`config.mk`:
```
export PLATFORM = sky130hd
export DESIGN_NAME = dmem_port_arbiter
export DESIGN_NICKNAME = d
export VERILOG_FILES = /design/src/rtl/dmem_port_arbiter.sv
export SDC_FILE = /design/constraint.sdc
export NUM_CORES = 1
export LEC_CHECK = 0
export CAP_MARGIN = 0
export CORE_AREA = 2 2 84 86
export CTS_CLUSTER_DIAMETER = 150
export DETAILED_ROUTE_END_ITERATION = 6
export DIE_AREA = 0 0 86 88
export PLACE_DENSITY = 0.83
export SLEW_MARGIN = 5
export SYNTH_ARGS = -nofsm -noshare
export SYNTH_HDL_FRONTEND = slang
export SYNTH_SLANG_ARGS = --single-unit
export TNS_END_PERCENT = 20
```
`constraint.sdc`:
```
create_clock -name clk -period 2.1 [get_ports clk]
set_input_delay 0.42 -clock clk [delete_from_list [all_inputs] [get_ports clk]]
set_output_delay 0.42 -clock clk [all_outputs]
set_load 0.05 [all_outputs]
```
`src/rtl/dmem_port_arbiter.sv`:
```
// Two-port arbiter in front of a single-port, 1-cycle-read-latency data SRAM.
// Port 0 is the core load/store path and port 1 is the host loader/debug path.
// Grants are combinational, so an access reaches the SRAM in its request cycle.
// Read data comes back on the shared rdata bus with a registered per-port
// valid strobe.
module dmem_port_arbiter #(
  parameter int AW           = 8,
  parameter int DW           = 32,
  parameter int RR_MODE      = 0,
  parameter int STARVE_LIMIT = 4,
  parameter int CNT_W        = 16
) (
  input  logic             clk,
  input  logic             rst,
  input  logic             p0_req,
  input  logic             p0_we,
  input  logic [AW-1:0]    p0_addr,
  input  logic [DW-1:0]    p0_wdata,
  output logic             p0_gnt,
  output logic             p0_rvalid,
  input  logic             p1_req,
  input  logic             p1_we,
  input  logic [AW-1:0]    p1_addr,
  input  logic [DW-1:0]    p1_wdata,
  output logic             p1_gnt,
  output logic             p1_rvalid,
  output logic [DW-1:0]    rdata,
  output logic [AW-1:0]    mem_addr,
  output logic [DW-1:0]    mem_din,
  output logic             mem_wea,
  input  logic [DW-1:0]    mem_dout,
  output logic [CNT_W-1:0] conflict_cnt
);

  localparam int SW = $clog2(STARVE_LIMIT + 1);

  logic [SW-1:0]    starve_q, starve_d;
  logic             last_gnt_q, last_gnt_d;
  logic             p0_rvalid_q, p1_rvalid_q;
  logic [CNT_W-1:0] conflict_q, conflict_d;
  logic             both_req;
  logic             pick1;

  // Grant selection: a lone requester always wins; a tie goes to port 0
  // unless the starvation guard (fixed) or alternation (round robin) says
  // otherwise. Nothing is granted while in reset.
  always_comb begin
    both_req = p0_req & p1_req;
    if (RR_MODE != 0) pick1 = ~last_gnt_q;
    else              pick1 = (starve_q == SW'(STARVE_LIMIT));
    p0_gnt = 1'b0;
    p1_gnt = 1'b0;
    if (!rst) begin
      if (both_req) begin
        p1_gnt = pick1;
        p0_gnt = ~pick1;
      end else begin
        p0_gnt = p0_req;
        p1_gnt = p1_req;
      end
    end
  end

  // SRAM drive: mux the granted port onto the memory, idle to all zeros.
  always_comb begin
    mem_addr = '0;
    mem_din  = '0;
    mem_wea  = 1'b0;
    if (p0_gnt) begin
      mem_addr = p0_addr;
      mem_din  = p0_wdata;
      mem_wea  = p0_we;
    end else if (p1_gnt) begin
      mem_addr = p1_addr;
      mem_din  = p1_wdata;
      mem_wea  = p1_we;
    end
  end

  // Next-state for the starvation guard, the round-robin pointer and the
  // saturating conflict counter.
  always_comb begin
    starve_d = '0;
    if (RR_MODE == 0 && p1_req && !p1_gnt) begin
      if (starve_q == SW'(STARVE_LIMIT)) starve_d = starve_q;
      else                               starve_d = starve_q + SW'(1);
    end
    last_gnt_d = last_gnt_q;
    if (p0_gnt)      last_gnt_d = 1'b0;
    else if (p1_gnt) last_gnt_d = 1'b1;
    conflict_d = conflict_q;
    if (both_req && conflict_q != {CNT_W{1'b1}}) conflict_d = conflict_q + CNT_W'(1);
  end

  // State registers; read-valid strobes trail their read grant by one cycle
  // to line up with the SRAM output.
  always_ff @(posedge clk) begin
    if (rst) begin
      starve_q    <= '0;
      last_gnt_q  <= 1'b1;
      conflict_q  <= '0;
      p0_rvalid_q <= 1'b0;
      p1_rvalid_q <= 1'b0;
    end else begin
      starve_q    <= starve_d;
      last_gnt_q  <= last_gnt_d;
      conflict_q  <= conflict_d;
      p0_rvalid_q <= p0_gnt & ~p0_we;
      p1_rvalid_q <= p1_gnt & ~p1_we;
    end
  end

  assign p0_rvalid    = p0_rvalid_q;
  assign p1_rvalid    = p1_rvalid_q;
  assign rdata        = mem_dout;
  assign conflict_cnt = conflict_q;

endmodule

```
# After elaboration in Yosys (flattened, before gate mapping)
# Index checks and enable logic that the tools add are counted.
dict set report classes {
  n_eq_ne 2
  n_mul 0
  n_reduce_logical 4
  order_cmp 0
  n_shift 0
  bitwise 7
  div 0
  n_mux 10
  addsub 2
}
# cell count
set op_table {}
lappend op_table {{$mux W32} 2}
lappend op_table {{$add A16 B1 Y16 const B} 1}
lappend op_table {{$mux W8} 2}
lappend op_table {{$ne A16 B16 Y1 const B} 1}
lappend op_table {{$mux W1} 6}
lappend op_table {{$not A1 Y1} 4}
lappend op_table {{$add A3 B1 Y3 const B} 1}
lappend op_table {{$and A1 B1 Y1} 3}
lappend op_table {{$eq A3 B3 Y1 const B} 1}
lappend op_table {{$logic_and A1 B1 Y1} 2}
lappend op_table {{$reduce_or A2 Y1} 1}
lappend op_table {{$logic_not A1 Y1} 1}
dict set report word_totals {
  ff_bits 21
  in_bits 118
  mem_count 0
  mem_bits_rw 0
  wordCells 29
  output_inout_bits 93
  mem_bits_ro 0
  latchBits 0
}

# Logic depth before layout (Yosys ltp)
dict set report depth {
  word_depth 7
  ltp_mapped 7
  ltp_nobuf 5
}

# Worst setup path before layout
# Ideal clock, no wire load.
dict set report synth_timing {
  path_type {flip-flop to output port}
  from {register starve_q[0]}
  to {output port mem_din[23]}
  n_path_buf 2
  required_time_ns 1.680
  path_slack_ns -0.504
  arrival_time_ns 2.184
  stages_incl_launch_ff 8
  cell_sequence {dfxtp_1 -> inv_1 -> ha_1 -> nand3_1 -> and3_1 -> clkbuf_1 -> clkbuf_1 -> a22o_1}
}
dict set report synth_between {
  elab_chain_len 5
}
# element line
set synth_rtl {}
lappend synth_rtl {{from (decl)} 37} ;# logic [SW-1:0] starve_q, starve_d;
lappend synth_rtl {{from (signal assigned)} 105} ;# starve_q <= starve_d;
lappend synth_rtl {{$eq A3 B3 Y1} 50} ;# else pick1 = (starve_q == SW'(STARVE_LIMIT));
lappend synth_rtl {{$not A1 Y1} 56} ;# p0_gnt = ~pick1;
lappend synth_rtl {{$mux W1} 54} ;# if (both_req) begin
lappend synth_rtl {{$mux W1} 53} ;# if (!rst) begin
lappend synth_rtl {{via p0_gnt} 19} ;# output logic p0_gnt,
lappend synth_rtl {{$mux W32} 69} ;# if (p0_gnt) begin
lappend synth_rtl {{to (decl)} 29} ;# output logic [DW-1:0] mem_din,
# The timed path passes the listed nets, and every way through them passes these cells.

# Final worst setup path
dict set report layout_timing {
  from {register starve_q[1]}
  to {output port mem_din[27]}
}
dict set report layout_between {
  elab_chain_len 5
}
# element line
set layout_rtl {}
lappend layout_rtl {{$eq A3 B3 Y1 *} 50}
lappend layout_rtl {{$mux W1 or $not A1 Y1 (tied branches)} {54, 56}}
lappend layout_rtl {{$mux W1 (on tied branches)} {53, 54}}
lappend layout_rtl {{$mux W32 or $mux W1 (tied branches)} {73, 53}}
lappend layout_rtl {{$mux W32 *} 69}
# Mark *: on every way between the ends. The rest lies on a longest branch, timed or not.

==> run_results.csv <==
group,metric,value,unit
setup_path,arrival,1.73,ns
global_routing,gr-total-overflow,0,
power_and_ir_drop,p_sw,0.0005088,W
place,hpwl,6766,um
sta,slew_violations,0,
global_routing,grt_pass1_vias,2178,
power_and_ir_drop,p_int,0.0009726,W
clock_network,clock_path_buffers,2,
clock_network,insertion_delay,0.27,ns
logic_synthesis,syn_area_per_cell,8.403,um2
sta,final_hold_viol_count,0,
logic_synthesis,ys_warn_count,0,
final_layout,multiInputGateArea,1305,um2
power_and_ir_drop,power_density,369.6,nW/um2
setup_path,startpoint_type,"register",
place,dpl-instance-area,3606,um2
setup_path,critPathMaxFanout,13,
global_routing,grt_max_degree,25,
die,die_h,88,um
final_layout,ff_latch_area,422.9,um2
logic_synthesis,synth-seq-cells,21,
clock_network,ctsHtreeMaxLevel,1,
drt,routed_wl,8806,um
final_layout,fin_area,4008,um2
clock_network,cts_buffers,3,
run_status,violations,"setup timing",
logic_synthesis,yosysSeqAreaShare,24.05,%
power_and_ir_drop,vdd_drop_max,153.8,uV
power_and_ir_drop,clkPwrFrac,18.3,%
global_routing,grt_pass1_wl,12360,um
place,gp_congestion,0.8390,
die,boundaryPins,211,
final_layout,diodes,0,
drt,via_per_inst,5.201,
power_and_ir_drop,total_power,0.001481,W
sta,finalClockSkew,0.005418,ns
drt,ant_nets,0,
drt,dr.pass1.iters,4,
sta,fin_ws,-0.04875,ns
clock_network,cts.sinks,21,
power_and_ir_drop,p_leak,1.627,nW
clock_network,cts_tree,"done",
power_and_ir_drop,p_sw_share,34.35,%
drt,drtIter0Drc,101,
clock_network,clk_pin_slew,0.08,ns
global_routing,grt.total_usage,21.49,%
final_layout,nets,455,
sta,maxSlewHeadroom,64.16,%
worst_hold_path,hold_class,"register to register",
drt,via_count,2148,
die,fp-row-count,30,
run_status,outcome,"finished with violations",
sta,finalSetupViolations,41,
logic_synthesis,syn_area,1748,um2
logic_synthesis,syn-instance-count,208,
die,initial_core_util,26.31,%
sta,min_period,2.149,ns
sta,worst_pin_slew,0.5309,ns
final_layout,drive_gt1_share,35.74,%
clock_network,root_buffer,"clkbuf_8",
sta,rsz0062_at_grt,"yes",
die,dieArea,7568,um2
setup_path,crit_type,"register to output port",
die,die_w,86,um
setup_path,cp_cell_sequence,"inv_2 > ha_4 > nand3_2 > and3_4 > buf_6 > a22o_2 > buf_12",
power_and_ir_drop,p_comb_share,54.3,%
setup_path,slowest_stage,"dfxtp_2",
logic_synthesis,synth_fp_nets,329,
job,maxCapViolCount,0,
final_layout,area_growth,129.3,%
power_and_ir_drop,seqPwrFrac,27.4,%
drt,drc,0,
setup_path,end_kind,"output port",
setup_path,crit_required,1.68,ns
logic_synthesis,ys_types,33,
sta,fmax,465.4,MHz
setup_path,worst_path_largest_cell_delay,0.34,ns
global_routing,antenna_found_initial,0,
die,core,6644,um2
drt,wl_per_cell,21.32,um
place,io_buffers,146,
sta,fin_crit_sh,102.3,%
final_layout,nFillCells,526,
repair_timing:
action,in CTS,in global routing
resized for setup,42,8
pin swaps,19,10
hold buffers,0,0
buffers inserted,4,0
endpoints found under the setup margin,43,42
gates cloned,3,0
flip-flops by register name, summed over array words and instances, names as in the netlist:
register,flops
p1_rvalid,1
conflict_cnt,16
starve_q,3
p0_rvalid,1
area by class of cell:
type	count	share of cell area, %
timing repair buffer	166	52.76
tap	80	2.498
inverter	5	0.4683
clock buffer	3	1.030
clock inverter	1	0.1249
sequential	21	10.55
multi-input combinational	137	32.56
final timing paths:
kind,from,endpoint,slack [ns],depth (start not counted)
worst max-delay path,starve_q[1]$_SDFFE_PP0P_,mem_din[27],-0.05,7
worst min-delay path,conflict_cnt[15]$_SDFFE_PP0P_,conflict_cnt[15]$_SDFFE_PP0P_,0.53,2
worst max register to register,conflict_cnt[0]$_SDFFE_PP0P_,conflict_cnt[4]$_SDFFE_PP0P_,0.20,6
worst min register to register,conflict_cnt[15]$_SDFFE_PP0P_,conflict_cnt[15]$_SDFFE_PP0P_,0.53,2
through the flow:
step / hold slack (ns) / cells / setup TNS (ns) / util, % / worst slack, ns
2_1_floorplan: 0.4916 / 208 / -2.136 / - / -0.07303
3_3_place_gp: 0.5080 / 404 / -7.188 / 54.28 / -0.2460
3_5_place_dp: 0.5090 / 404 / -8.082 / 54.28 / -0.2561
4_1_cts: 0.5251 / 415 / -1.011 / 59.94 / -0.03754
5_1_grt: 0.5483 / 413 / -3.798 / 60.32 / -0.1146
6_report: 0.5329 / 413 / -1.082 / 60.32 / -0.04875
cell usage in the layout (no fill, tap or decap), types with 3 or more instances in the layout:
cell type	synthesis	routed
nor2_1	12	12
a21oi_1	9	8
nor2b_1	9	9
buf_6	0	3
a22o_2	0	8
dlygate4sd2_1	0	3
and3_1	5	4
a22o_1	41	6
nand3_1	7	6
clkdlybuf4s50_1	0	100
nand4_1	3	3
nand2_1	9	7
mux2_1	7	7
a22o_4	0	27
buf_4	33	13
buf_12	0	45
dfxtp_1	21	19
or4_1	3	3
nor3_1	5	5
a211oi_1	3	3
clkbuf_8	0	3
inv_2	0	3
layer usage:
| layer | up-vias | GRT usage [%] | part of all wire, % |
|---|---|---|---|
| met5 | - | 0 | 0 |
| met4 | 0 | 4.329 | 1.2 |
| met3 | 11 | 11.22 | 13 |
| met2 | 114 | 35.66 | 50 |
| met1 | 1020 | 24.89 | 36 |
| li1 | 1003 | - | - |
worst max-delay path: cells and delay by family, from the launching register on:
kind	cells	cell delay, ns
adders and majority gates	1	0.16
buffers and inverters	3	0.37
AOI/OAI and AO/OA	1	0.29
and+or+nand+nor	2	0.29
DFF	1	0.34
power by group through the flow:
stage	Sequential, W	Combinational, W	Clock, W
CTS	0.000406	0.000796	0.000275
global placement	0.000415	0.000720	0
detailed placement	0.000415	0.000725	0
finish	0.000406	0.000804	0.000271
floorplan	0.000428	0.000434	0
global route	0.000407	0.000831	0.000288
cell families (layout without fill, tap and decap cells):
kind of cell               after synthesis  after routing  synth area share (%)
AOI/OAI and AO/OA                       64             64                 29.42
buffers and inverters                   50            175                 17.90
muxes                                   10             10                 6.299
DFF                                     21             21                 24.05
and+or+nand+nor                         60             60                 20.19
adders and majority gates                3              3                 2.148
cell usage after synthesis (all sizes together):
cell type  number  area share [%]
inv             5             1.1
clkbuf         11             2.4
nor2b           9             3.2
or4             3             1.3
buf            34              14
and2            1            0.36
o41ai           2             1.0
nor4            1             1.2
o21ai           1            0.29
o31ai           2            0.86
mux2            8             5.2
a21oi          10             3.1
dfxtp          21              24
nor3            5             1.4
nand2           9             1.9
and3            5             1.8
o21a            2            0.86
ha              3             2.1
nand3           8             3.0
nand4           4             1.8
a41oi           1            0.50
nor2           12             2.6
a211oi          3             1.3
and4            3             1.6
a22o           41              21
mux2i           2             1.1
o311ai          2             1.0
Power figures use the tool's default switching activity.
